--- src/rtl/seq_div_pkg.sv ---
// Shared types and sizing helpers for the sequential restoring divider.
package seq_div_pkg;

  localparam int DEF_WIDTH = 4;

  typedef enum logic [1:0] {
    IDLE,
    RUN,
    DONE
  } state_t;

  // Bit counter must hold the value WIDTH itself, not just WIDTH-1.
  function automatic int cnt_width(input int w);
    return $clog2(w + 1);
  endfunction

endpackage

--- src/rtl/seq_div_step.sv ---
// One combinational restoring-division step: shift {R,Q} left, trial-subtract D,
// keep the difference and set the quotient bit when it does not go negative.
module seq_div_step
  import seq_div_pkg::*;
#(
  parameter int WIDTH = DEF_WIDTH
) (
  input  logic [WIDTH:0]   r,
  input  logic [WIDTH-1:0] q,
  input  logic [WIDTH-1:0] d,
  output logic [WIDTH:0]   r_next,
  output logic [WIDTH-1:0] q_next
);

  logic [WIDTH+1:0] r_shift;
  logic [WIDTH+1:0] trial;

  // One extra guard bit so the borrow lands in a dedicated sign bit.
  assign r_shift = {r, q[WIDTH-1]};
  assign trial   = r_shift - {2'b00, d};

  always_comb begin
    r_next = r_shift[WIDTH:0];
    q_next = {q[WIDTH-2:0], 1'b0};
    if (!trial[WIDTH+1]) begin
      r_next = trial[WIDTH:0];
      q_next = {q[WIDTH-2:0], 1'b1};
    end
  end

endmodule

--- src/rtl/seq_div.sv ---
// Sequential unsigned restoring divider, one quotient bit per clock.
// Optional SEQ_DIV_ZERO_CHK_EN: short-circuit divide-by-zero and flag it.
//
// state | meaning
// IDLE  | waiting for start; results held
// RUN   | one restoring step per clock, busy=1
// DONE  | single cycle with done=1, then back to IDLE
module seq_div
  import seq_div_pkg::*;
#(
  parameter int WIDTH = DEF_WIDTH
) (
  input  logic             clk,
  input  logic             rst,
  input  logic             start,
  input  logic [WIDTH-1:0] dividend,
  input  logic [WIDTH-1:0] divisor,
  output logic             busy,
  output logic             done,
  output logic [WIDTH-1:0] quotient,
  output logic [WIDTH-1:0] remainder,
  output logic             div_by_zero
);

  localparam int CW = cnt_width(WIDTH);

  state_t           state;
  logic [WIDTH:0]   r_reg;
  logic [WIDTH-1:0] q_reg;
  logic [WIDTH-1:0] d_reg;
  logic [CW-1:0]    cnt;
  logic [WIDTH:0]   r_next;
  logic [WIDTH-1:0] q_next;
  logic             zero_skip;

`ifdef SEQ_DIV_ZERO_CHK_EN
  assign zero_skip = (divisor == '0);
`else
  assign zero_skip = 1'b0;
`endif

  seq_div_step #(.WIDTH(WIDTH)) u_step (
    .r      (r_reg),
    .q      (q_reg),
    .d      (d_reg),
    .r_next (r_next),
    .q_next (q_next)
  );

  always_ff @(posedge clk or posedge rst) begin
    if (rst) begin
      state       <= IDLE;
      busy        <= 1'b0;
      done        <= 1'b0;
      quotient    <= '0;
      remainder   <= '0;
      div_by_zero <= 1'b0;
      r_reg       <= '0;
      q_reg       <= '0;
      d_reg       <= '0;
      cnt         <= '0;
    end else begin
      done <= 1'b0;
      case (state)
        IDLE: begin
          if (start) begin
            q_reg <= dividend;
            d_reg <= divisor;
            r_reg <= '0;
            cnt   <= CW'(WIDTH);
            if (zero_skip) begin
              state       <= DONE;
              done        <= 1'b1;
              quotient    <= '1;
              remainder   <= dividend;
              div_by_zero <= 1'b1;
            end else begin
              state <= RUN;
              busy  <= 1'b1;
            end
          end
        end
        RUN: begin
          r_reg <= r_next;
          q_reg <= q_next;
          cnt   <= cnt - CW'(1);
          if (cnt == CW'(1)) begin
            state       <= DONE;
            busy        <= 1'b0;
            done        <= 1'b1;
            quotient    <= q_next;
            remainder   <= r_next[WIDTH-1:0];
            div_by_zero <= 1'b0;
          end
        end
        DONE:    state <= IDLE;
        default: state <= IDLE;
      endcase
    end
  end

endmodule

--- config.mk ---
export PLATFORM = sky130hd
export DESIGN_NAME = seq_div
export DESIGN_NICKNAME = d
export VERILOG_FILES = /design/src/rtl/seq_div_pkg.sv /design/src/rtl/seq_div_step.sv /design/src/rtl/seq_div.sv
export SDC_FILE = /design/constraint.sdc
export NUM_CORES = 1
export LEC_CHECK = 0
export BUFFER_PORTS_ARGS = -buffer_cell sky130_fd_sc_hd__clkbuf_2
export CORE_MARGIN = 2
export CORE_UTILIZATION = 36
export CTS_CLUSTER_SIZE = 40
export DETAILED_ROUTE_END_ITERATION = 12
export SLEW_MARGIN = 15
export SYNTH_ARGS = -nofsm -noshare
export SYNTH_HDL_FRONTEND = slang
export SYNTH_SLANG_ARGS = --single-unit
--- constraint.sdc ---
create_clock -name clk -period 2.4 [get_ports clk]
set_input_delay 0 -clock clk [delete_from_list [all_inputs] [get_ports clk]]
set_output_delay 0 -clock clk [all_outputs]
set_load 0.02 [all_outputs]
* Word level (Yosys, flattened, before mapping) *
Cells that the tools add are included.
W data, S select, Z words.

word-level totals
  output and inout bits = 11
  register bits = 28
  logic and storage cells = 38
  input port bits = 11

operators by class
  $add $sub $neg = 2
  equal/unequal tests = 4
  reduce and logical (&&, ||, !) cells = 7
  multiplexer cells = 16

operators by type and width
  operator               count
  $mux W5                2
  $pmux W5 S2            1
  $pmux W4 S2            1
  $reduce_and A2 Y1      4
  $pmux W3 S2            1
  $sub A6 B4 Y6          1
  $mux W1                5
  $mux W2                2
  $mux W4                1
  $ne A2 B2 Y1 const B   2
  $pmux W2 S2            1
  $eq A3 B1 Y1 const B   1
  $mux W3                1
  $reduce_and A3 Y1      1
  $sub A3 B1 Y3 const B  1
  $eq A2 B1 Y1 const B   1
  $logic_not A2 Y1       1
  $pmux W1 S2            1
  $reduce_bool A2 Y1     1

* Depth between registers and ports, before layout *
  depth in word-level cells = 3
  mapped depth = 8
  gate-level depth less buffers = 8

* Modules after synthesis *
A second synthesis with hierarchy kept.

second synthesis, totals
  cell total of the unflattened synthesis = 131
  area total of the unflattened synthesis = 1520.2 um2

by module, submodules not included
  module        cells an instance  seq. area each (um2)  instances  area an instance (um2)
  seq_div       90                 700.7                 1          1228.7
  seq_div_step  41                 0.0                   1          291.5

* Least setup slack after synthesis *
Ideal clock, no wire load.

  path type = register -> register
  start point = register q_reg[3]
  end point = register r_reg[4]
  period minus slack after synthesis = 1798 ps
  slack = 602 ps
  cell stages (with the launch flop) = 9
  data arrival time = 1672 ps
  library setup time = 126 ps
  path buffers = 0
  required time = 2274 ps
  cells stage by stage = dfrtp_1 inv_1 ha_1 inv_1 fa_1 a21o_1 a21oi_1 o21ai_0 a311o_1

between the ends
  longest elaborated chain between the ends = 3

ends and longest elaborated chain
  what                      line                source
  start: declaration        seq_div.sv:29       logic [WIDTH-1:0] q_reg;
  start signal: assignment  seq_div.sv:67       q_reg <= dividend;
  start signal: assignment  seq_div.sv:85       q_reg <= q_next;
  $sub A6 B4 Y6             seq_div_step.sv:20  assign trial = r_shift - {2'b00, d};
  $mux W5                   seq_div_step.sv:25  if (!trial[WIDTH+1]) begin
  $pmux W5 S2               seq_div.sv:64       case (state)
  end signal: assignment    seq_div.sv:84       r_reg <= r_next;
  end: declaration          seq_div.sv:28       logic [WIDTH:0] r_reg;

No other way between the ends.
A chain may end at the register's enable or synchronous reset.

* Worst setup path after layout *
Ends and elaborated chain as after synthesis.

==> impl_summary.md <==
Critical path
The critical path data arrival time is 2.19 ns. The number of cells traversed by the worst register-to-register path is 8. STA classifies the critical path startpoint as a flop. In this run the worst path has a maximum fanout of 3.

The critical path is of the flop to flop type. The nature of the critical path endpoint is a flop. At the worst endpoint, the required time is 2.57 ns. The critical register-to-register path startpoint is q_reg[3]$_DFFE_PP0P_. For flop-to-flop paths, the worst setup slack is 0.38 ns. The endpoint of the lowest-slack register-to-register path is r_reg[4]$_DFFE_PP0P_.

STA
For the pin with the worst max-slew slack, the measured transition is 0.718 ns. The time the worst path needs with I/O delays and setup is 2.02 ns. The period utilization is 84.2%.

The final count of hold timing violations is 0. The worst slack on hold paths is 0.0149 ns. Setup repair after global routing left no endpoint under its margin.

The worst-case clock skew is 0.00212 ns. The highest achievable clock rate is 495 MHz. The count of endpoints failing setup in the final report is 0. The normalized max-slew margin is 51.8%. Setup total negative slack on the finished layout was measured at 0 ns.

The number of max-slew violations in the final report was 0.

Yosys
The synthesis-stage register bit count is 28. sky130_fd_sc_hd__dfrtp_1 takes more of the synthesized area than any other cell. The number of standard cells after synthesis is 145. The predominant post-synthesis flop cell is sky130_fd_sc_hd__dfrtp_1.

Of all flip-flops after synthesis, the portion carrying an async set or reset was 100%. During synthesis, Yosys emitted a total of 0 warnings. The average size of a mapped cell is 9.64 um2. The top cell type's share of synthesized area is 50.1%. By count the netlist is led by sky130_fd_sc_hd__dfrtp_1, sky130_fd_sc_hd__nand2_1, sky130_fd_sc_hd__o21ai_1, sky130_fd_sc_hd__nor2_1. Sorting the synthesized cells by area gives the leading types as sky130_fd_sc_hd__dfrtp_1, sky130_fd_sc_hd__nand2_1, sky130_fd_sc_hd__ha_1. The distinct cell type count after synthesis is 35. The net count after synthesis is 163.

The most frequent cell after synthesis is sky130_fd_sc_hd__dfrtp_1. The number of enable-type register cells in the synthesized netlist is 0. The netlist area before placement is 1400 um2.

The proportion of synthesized chip area in sequential cells is 50.1%.

Clock tree
The number of buffers created by CTS is 3. CTS built an H-tree with a depth of 1. Post-CTS repair changed the size of 0 cells. The number of buffers on the longest clock path is 2. After clock tree synthesis, the setup repair step added 0 buffers. CTS saw 28 sinks. The cell chosen for the clock root is sky130_fd_sc_hd__clkbuf_8.

The number of buffers added to fix hold violations after cts is 5. The clock latency of the later-clocked register in the worst-skew pair is 0.28 ns. TritonCTS built the clock tree.

Clock-pin slew was measured on the worst setup and hold paths at 0.10 ns.

Place
Summed over all nets, the half-perimeter wirelength after detailed placement is 2080 um. The congestion estimate from routability-driven global placement came to 0.960. The placed instances occupy a cell area of 1560 um2. Port buffering added 20 buffers.

Pwr
The worst-case IR drop observed on VDD is 0.688 mV. Cell internal power was estimated by the tool at 0.00153 W. The share of total power in sequential cells is 32.5%.

For this design the total switching power over the nets is 0.00116 W. Of the total power, combinational logic draws 53.6%. The leakage dissipation is 0.797 nW. The switching power as a share of total power is 43.2%.

The clock network fraction of total power is 13.9%. Dividing total power by cell area gives a power density of 1600 nW/um2.

Route
The routed layout has 1146 vias. The average via count per standard cell is 5.19. The violation count after the first detailed-routing iteration is 80. Dividing the detail-routed wire length by the instance count gives 12.8 um. Once detail routing completed, the nets flagged for antenna violations numbered 0.

The number of detailed-routing iterations run before antenna repair is 4. The routed design has 2830 um of wire. In the routed design, unresolved DRC markers number 0.

Floorplanning
The floorplan core area is 3690 um2. The total I/O pin count is 22. The floorplan step set the die width to 66.3 um. The number of placement rows is 22. The initial utilization of the core area, before any placement, comes to 37.9%. The die is 66.3 um tall.

The area enclosed by the die boundary is 4400 um2.

Cells and area
The net count of the finished layout is 192. The number of antenna diodes in the final layout is 0. The finished cells cover 1680 um2. The register with the most flip-flops in the layout has 5 of them. The layout filler cell count is 375. The fraction of layout cells with a size suffix above 1 is 19.7%. From synthesis to final layout, the design area changed by 20.1%.

GRT
The via count of the first global-routing pass is 1161. Entering global routing, the biggest net connects 29 pins. The number of antenna violations at the first check in global routing was 0. The total overflow reported by the global router is 0. The wire length of the first global-routing pass is 4950 um. Global routing consumed, over all layers together, 14.6% of the routing resources.

Worst hold path
The type of the worst min-delay path is primary input to flop. The startpoint identified for the worst hold timing path is dividend[2]. The worst min-delay path endpoint is q_reg[2]$_DFFE_PP0P_. The number of cells traversed by the worst hold path is 3.

Status
The run finished with clean final reports.

Flow run
The tool flagged a number of max-cap violations equal to 0.
power groups by stage:
stage               Sequential, W  Combinational (W)  Clock, W
floorplan                0.000936            0.00103         0
global route             0.000913            0.00163  0.000399
detailed placement       0.000883            0.00143         0
global placement         0.000874            0.00138         0
CTS                      0.000873            0.00145  0.000384
finish                   0.000874            0.00144  0.000373
cell usage in the layout (no fill, tap or decap), types with 3 or more instances in the layout:
cell type	instances
sky130_fd_sc_hd__dlygate4sd3_1	5
sky130_fd_sc_hd__a21oi_1	6
sky130_fd_sc_hd__clkbuf_8	3
sky130_fd_sc_hd__inv_2	4
sky130_fd_sc_hd__clkbuf_2	20
sky130_fd_sc_hd__dfrtp_1	28
sky130_fd_sc_hd__o22ai_1	8
sky130_fd_sc_hd__nand2_1	26
sky130_fd_sc_hd__ha_1	6
sky130_fd_sc_hd__inv_1	8
sky130_fd_sc_hd__o21ai_1	14
sky130_fd_sc_hd__mux2i_1	3
sky130_fd_sc_hd__nor2_1	11
per-stage QoR:
stage	utilization (%)	std cells	setup WS, ns	total power [W]
2_1_floorplan	-	145	0.602	0.00197
3_3_place_gp	42.2	212	0.428	0.00226
3_5_place_dp	42.2	212	0.415	0.00232
4_1_cts	45.5	221	0.391	0.00270
5_1_grt	45.5	221	0.216	0.00294
6_report	45.5	221	0.380	0.00269
worst max path at each step:
stage | end | startpoint | slack, ns | cells past startpoint
6_report | r_reg[4]$_DFFE_PP0P_ | q_reg[3]$_DFFE_PP0P_ | 0.38 | 8
5_1_grt | r_reg[4]$_DFFE_PP0P_ | q_reg[3]$_DFFE_PP0P_ | 0.22 | 8
4_1_cts | r_reg[4]$_DFFE_PP0P_ | q_reg[3]$_DFFE_PP0P_ | 0.39 | 8
3_5_place_dp | r_reg[4]$_DFFE_PP0P_ | q_reg[3]$_DFFE_PP0P_ | 0.41 | 8
3_3_place_gp | r_reg[4]$_DFFE_PP0P_ | q_reg[3]$_DFFE_PP0P_ | 0.43 | 8
2_1_floorplan | r_reg[4]$_DFFE_PP0P_ | q_reg[3]$_DFFE_PP0P_ | 0.60 | 8
layer usage:
metal | vias up | share of wire (%) | GRT usage [%]
met1 | 545 | 44 | 17.6
met3 | 4 | 4.9 | 3.41
met5 | - | 0 | 0
met2 | 38 | 50 | 25.4
met4 | 0 | 0.88 | 4.85
li1 | 559 | - | -
area by class of cell:
class / instances / area (um2) / share of cell area [%]
Sequential cell: 28 / 701 / 41.7
Multi-Input combinational cell: 102 / 637 / 37.9
Timing Repair Buffer: 27 / 165 / 9.84
Tap cell: 48 / 60.1 / 3.58
Inverter: 12 / 45.0 / 2.68
Clock buffer: 3 / 41.3 / 2.46
Clock inverter: 1 / 30.0 / 1.79
worst max-delay path, stage by stage (launching register included):
cell	delay, ns
sky130_fd_sc_hd__dfrtp_1	0.41
sky130_fd_sc_hd__inv_1	0.08
sky130_fd_sc_hd__ha_1	0.18
sky130_fd_sc_hd__inv_1	0.06
sky130_fd_sc_hd__fa_1	0.41
sky130_fd_sc_hd__a21o_1	0.18
sky130_fd_sc_hd__a21oi_1	0.20
sky130_fd_sc_hd__o21ai_0	0.11
sky130_fd_sc_hd__a311o_1	0.27
cells by family after synthesis:
kind of cell	count (synthesis)	synth area share, %
AO/OA/AOI/OAI	41	19.1
XOR/XNOR	1	0.627
adder cells (fa/ha/maj)	7	6.80
buffers and inverters	15	4.30
flip-flops	28	50.1
multiplexers	5	3.76
other	1	0.268
AND/OR/NAND/NOR	47	15.0
(Power assumes the default switching activity.)
